File: src/rtl/dl_bitwise_pkg.sv
// Shared types for the bitwise reduction blocks: fold operations and the
// packet accumulator state encoding.
package dl_bitwise_pkg;

   typedef enum logic [1:0] {
      OP_AND  = 2'b00,
      OP_OR   = 2'b01,
      OP_XOR  = 2'b10,
      OP_PASS = 2'b11
   } op_e;

   typedef enum logic [1:0] {
      S_IDLE  = 2'b00,
      S_ACCUM = 2'b01,
      S_HOLD  = 2'b10
   } state_e;

endpackage

File: src/rtl/dl_bitwise_op.sv
// Combinational lane-wise fold y = f(a, b, op). PASS returns the newer
// operand b, so a running fold under PASS keeps the most recent beat.
module dl_bitwise_op
   import dl_bitwise_pkg::*;
#(
   parameter int NUM_BITS = 32
) (
   input  logic [NUM_BITS-1:0] a,
   input  logic [NUM_BITS-1:0] b,
   input  op_e                 op,
   output logic [NUM_BITS-1:0] y
);

   // select the lane-wise operation
   always_comb begin
      y = a & b;
      case (op)
         OP_AND:  y = a & b;
         OP_OR:   y = a | b;
         OP_XOR:  y = a ^ b;
         OP_PASS: y = b;
         default: y = a & b;
      endcase
   end

endmodule

File: src/rtl/dl_bitwise_accum.sv
// Stream bitwise reduction engine: folds the beats of a packet with the op
// captured on its first beat and holds one registered result per packet.
// A packet ends on in_last or when MAX_BEATS beats have been folded; any
// beats beyond that start a fresh packet.
module dl_bitwise_accum
   import dl_bitwise_pkg::*;
#(
   parameter int NUM_BITS  = 32,
   parameter int MAX_BEATS = 16
) (
   input  logic                           clk,
   input  logic                           rst_n,
   input  logic                           in_valid,
   output logic                           in_ready,
   input  logic [NUM_BITS-1:0]            in_data,
   input  logic [1:0]                     in_op,
   input  logic                           in_last,
   output logic                           out_valid,
   input  logic                           out_ready,
   output logic [NUM_BITS-1:0]            out_data,
   output logic [$clog2(MAX_BEATS+1)-1:0] out_count,
   output logic                           out_trunc
);

   localparam int CW = $clog2(MAX_BEATS + 1);
   localparam logic [CW-1:0] MAX_CNT = CW'(MAX_BEATS);

   state_e              state;
   op_e                 op_q;
   logic [NUM_BITS-1:0] acc;
   logic [CW-1:0]       count;
   logic                trunc;

   logic                take;
   logic                first;
   logic                term;
   logic [CW-1:0]       count_next;
   logic [NUM_BITS-1:0] acc_next;
   logic [NUM_BITS-1:0] fold_y;

   dl_bitwise_op #(.NUM_BITS(NUM_BITS)) u_op (
      .a  (acc),
      .b  (in_data),
      .op (op_q),
      .y  (fold_y)
   );

   // HOLD blocks input unless the result is drained in the same cycle,
   // which keeps packets back-to-back without a bubble
   assign in_ready  = (state != S_HOLD) || out_ready;
   assign out_valid = (state == S_HOLD);
   assign out_data  = acc;
   assign out_count = count;
   assign out_trunc = trunc;

   // next-beat values: a first beat loads directly, later beats fold
   always_comb begin
      take       = in_valid && in_ready;
      first      = (state != S_ACCUM);
      count_next = first ? CW'(1) : count + CW'(1);
      acc_next   = first ? in_data : fold_y;
      term       = in_last || (count_next == MAX_CNT);
   end

   // packet FSM with accumulator, count, op and truncation registers
   always_ff @(posedge clk or negedge rst_n) begin
      if (!rst_n) begin
         state <= S_IDLE;
         op_q  <= OP_AND;
         acc   <= '0;
         count <= '0;
         trunc <= 1'b0;
      end else if (take) begin
         acc   <= acc_next;
         count <= count_next;
         if (first) begin
            op_q <= op_e'(in_op);
         end
         if (term) begin
            state <= S_HOLD;
            trunc <= !in_last;
         end else begin
            state <= S_ACCUM;
         end
      end else if ((state == S_HOLD) && out_ready) begin
         state <= S_IDLE;
      end
   end

endmodule

File: config.mk
export PLATFORM = sky130hd
export DESIGN_NAME = dl_bitwise_accum
export DESIGN_NICKNAME = d
export VERILOG_FILES = /design/src/rtl/dl_bitwise_pkg.sv /design/src/rtl/dl_bitwise_op.sv /design/src/rtl/dl_bitwise_accum.sv
export SDC_FILE = /design/constraint.sdc
export NUM_CORES = 1
export LEC_CHECK = 0
export ABC_CLOCK_PERIOD_IN_PS = 4600
export CAP_MARGIN = 15
export CORE_MARGIN = 2
export CORE_UTILIZATION = 50
export CTS_CLUSTER_SIZE = 10
export DETAILED_ROUTE_END_ITERATION = 10
export GPL_ROUTABILITY_DRIVEN = 1
export HOLD_SLACK_MARGIN = 0.03
export PLACE_DENSITY = 0.89
export SLEW_MARGIN = 20
export SYNTH_ARGS = -nofsm -noshare
export SYNTH_HDL_FRONTEND = slang
export SYNTH_SLANG_ARGS = --single-unit
File: constraint.sdc
create_clock -name clk -period 4.6 [get_ports clk]
set_input_delay 0.92 -clock clk [delete_from_list [all_inputs] [get_ports clk]]
set_output_delay 0.92 -clock clk [all_outputs]
set_load 0.005 [all_outputs]
Word level (Yosys, flattened, before mapping):

Index checks and enable logic that the tools add are counted.

* input bits: 39
* register bits after elaboration: 42

* reductions and logical operators: 9
* equality and inequality tests: 7
* bitwise logic cells: 3
* mux-type cells: 6
* add/sub/neg operators: 1

Operator list (count)
* 32-bit case mux with 4 select lines: 1
* 32-bit bitwise AND: 1
* 32-bit 2-to-1 mux: 1
* 32-bit bitwise OR: 1
* 32-bit bitwise XOR: 1
* 2-bit == test (second input constant): 3
* 2-bit 2-to-1 mux: 3
* 5-bit by 1-bit adder with 5-bit output (second input constant): 1
* 5-bit == test (second input constant): 1
* 5-bit 2-to-1 mux: 1
* 2-bit AND reduction: 2
* 2-bit by 1-bit == test with 1-bit output (second input constant): 1
* 1-bit logical AND: 2
* 2-bit logical NOT: 1
* 1-bit logical OR: 2
* 2-bit by 1-bit != test with 1-bit output (second input constant): 1
* 2-bit != test (second input constant): 1
* 2-bit nonzero test: 1
* 1-bit logical NOT: 1

Longest topological paths before layout:

* word-level depth: 6
* depth in mapped cells: 8
* depth with buffers taken out: 6

By module:

A second synthesis with hierarchy kept.

* cells, all modules: 422
* area, all modules: 3931.3 um^2

By module, submodules not included
* dl_bitwise_op: instances 1, cells an instance 200, seq. area each 0.0 um^2, area an instance 1993.2 um^2
* dl_bitwise_accum: instances 1, cells an instance 222, seq. area each 1051.0 um^2, area an instance 1938.1 um^2

Worst setup path after synthesis:

OpenSTA, ideal clock, no wires.

* kind: input to output
* start: in out_ready
* end: out in_ready
* setup slack: 2374 ps
* data arrival time: 1306 ps
* data required time: 3680 ps
* stages: 1
* cell sequence: or3b_4

* cells in the longest elaborated chain, start to end: 1

Ends and longest elaborated chain
* start: declaration: RTL line dl_bitwise_accum.sv:19 `input logic out_ready,`
* 1-bit logical OR: RTL line dl_bitwise_accum.sv:50 `assign in_ready = (state != S_HOLD) || out_ready;`
* end: declaration: RTL line dl_bitwise_accum.sv:14 `output logic in_ready,`

Every way passes these cells.

Final worst setup path:

Same ends and word-level chain as after synthesis.

==> qor.txt <==
Slew Viols, Final = 0
Root buffer cell = clkbuf_8
Syn. warnings = 0
GRT Total Usage = 0.234
Via density = 6.03
Final period utilization = 0.725
Die Wd = 95.8 um
Layout cells sized above 1 = 0.0458
R2R depth = 5
Syn nets = 619
Min-delay worst type = reg -> reg
Overall via count from detail_route = 4055
Setup repair bufs after CTS = 0
Commonest non-fill, non-tap cell in the layout = clkdlybuf4s50_1
Leakage = 2.36 nW
Global-route wire length before repair = 17.3 mm
Synth Flop Type = dfrtp_1
GP Congestion = 0.826
Dpl hpwl = 7.24 mm
Cell Area, Synth = 4210 um^2
Cell Pwr Density = 386 nW/um^2
Drt total wl = 10.6 mm
Setup violators final = 0
Most frequent cells in the layout = clkdlybuf4s50_1, inv_1, ha_1, dfrtp_1, nor2_1
Sequential area share after synthesis = 0.250
Cts repair resizes = 0
Maximum clock frequency = 0.300 GHz
Min Tclk post-route = 3.34 ns
Number of global-route vias before repair = 3866
Post-synth EDFFs = 0
CTS Sinks = 42
Syn avg cell area = 8.18 um^2
Remaining Overflow, GRT = 0
RSZ-0062 raised after global routing = no
Top Ports = 79
FILL cells = 676
Residual DRC = 0
Critical Path AT = 2.42 ns
R2r startpoint = state[0]$_DFFE_PN0P_
Hold path start = out_trunc$_DFFE_PN0P_
Worst-path maximum fanout = 22
Gate Count Post-Synth = 515
Routed Antenna Nets = 0
Setup tns final = 0 ns
WP data required = 3.68 ns
Pin count of the biggest net entering global routing = 110
Initial cell density of the core = 0.515
Clock slew at reported path FFs = 0.09 ns
Placed cells = 664
Layout area overhead = 21.2%
Crit start category = primary input
DIE HEIGHT = 95.8 um
Worst vdd ir = 204 uV
Drt pass-1 iters = 8
Num CTS Buffers = 5
WHS Path Cells = 1
Initial DRC Count = 300
Final Hold Fails = 0
Slew @ Worst Pin = 0.979 ns
Skew-Pair Late Insertion Delay = 0.30 ns
CTS Hold Bufs = 0
Status = finished, final reports clean
Die footprint = 9170 um^2
Async set-or-reset flop fraction in the synthesized netlist = 1.00
Ant diodes = 0
Setup crit end kind = primary output
PortBufs = 78
# nets final = 671
Type of the worst setup path = in -> out
Unique masters post-synth = 41
#FFs+latches synth = 42
Clk buf depth = 2
Hold worst-path end = out_trunc$_DFFE_PN0P_
CTS tree = yes
Htree depth = 2
Core Region = 8180 um^2
Max cap viols = 0
Num rows = 33
Post-detailed-route wirelength per cell = 15.8 um
Worst slew margin = 0.348
Antenna violations before repair = 0
Final Non-Filler Cells = 673
RR Endpoint = state[1]$_DFFE_PN0P_
R2R setup slack = 2.35 ns
Clock skew = 0.00426 ns
-- synthesized netlist by cell type, drive strengths merged (3+ instances only) --
cell	n	area, um^2
a222oi	21	210
o21ai	46	230
o2bb2ai	3	26.3
nand3	23	115
a221o	11	110
dfrtp	42	1050
nand2	29	116
mux2i	22	220
o31ai	18	135
clkbuf	20	75.1
a21oi	32	160
a211oi	23	173
inv	68	255
nor2b	15	93.8
buf	21	119
ha	65	813
nor2	36	135
-- worst max path at each step --
| stage | from | endpoint | slack (ns) | depth (start not counted) |
|---|---|---|---|---|
| 3_3_place_gp | out_ready | in_ready | 1.25 | 4 |
| 2_1_floorplan | out_ready | in_ready | 2.37 | 1 |
| 5_1_grt | out_ready | in_ready | 1.23 | 4 |
| 6_report | out_ready | in_ready | 1.26 | 4 |
| 3_5_place_dp | in_valid | state[0]$_DFFE_PN0P_ | 1.25 | 5 |
| 4_1_cts | out_ready | in_ready | 1.26 | 4 |
-- area by class of cell --
type,count,area [um^2],share of cell area
inverters,68,255,0.0500
clock inverters,2,12.5,0.00245
clock buffers,6,82.6,0.0162
well taps,105,131,0.0257
multi-input cells,364,2720,0.532
flip-flops and latches,42,1060,0.207
repair buffers,86,848,0.166
-- power breakdown --
part | switching [mW] | total [mW] | internal (mW) | leakage (nW)
logic | 0.469 | 1.01 | 0.539 | 1.80
registers | 0.226 | 0.700 | 0.474 | 0.520
clock network | 0.141 | 0.262 | 0.121 | 0.0472
-- registers in the layout, summed over array words and instances (netlist names) --
| name | flops |
|---|---|
| state | 2 |
| op_q | 2 |
| out_count | 5 |
| out_trunc | 1 |
| out_data | 32 |
-- worst max-delay path: stages --
cell,delay (ns)
clkdlybuf4s50_1,0.40
buf_4,0.22
or3b_4,0.43
clkdlybuf4s50_1,0.45
-- layer usage --
metal	share of wire	vias up	global-route usage
met5	0	-	0
met4	0.012	0	0.0881
met3	0.061	11	0.0392
met2	0.51	150	0.406
met1	0.42	1950	0.290
li1	-	1944	-
-- logic make-up (layout without fill, tap and decap cells) --
logic type	Yosys count	after routing	synth area share
compound gates	162	162	0.264
buf+inv	109	162	0.107
xor+xnor	1	1	0.00208
simple gates	113	113	0.130
mux	23	23	0.0550
fa+ha+maj	65	65	0.193
flops	42	42	0.250
-- through the flow --
stage,worst slack (ns),area (um^2),power [mW],util,hold slack [ns]
after floorplan,2.37,4210,1.30,-,0.488
after global routing,1.23,5100,2.14,0.624,0.534
after global placement,1.25,4990,1.62,0.610,0.491
final,1.26,5100,1.97,0.624,0.503
after CTS,1.26,5080,1.96,0.622,0.507
after detailed placement,1.25,4990,1.70,0.610,0.487
Power figures use the tool's default switching activity.
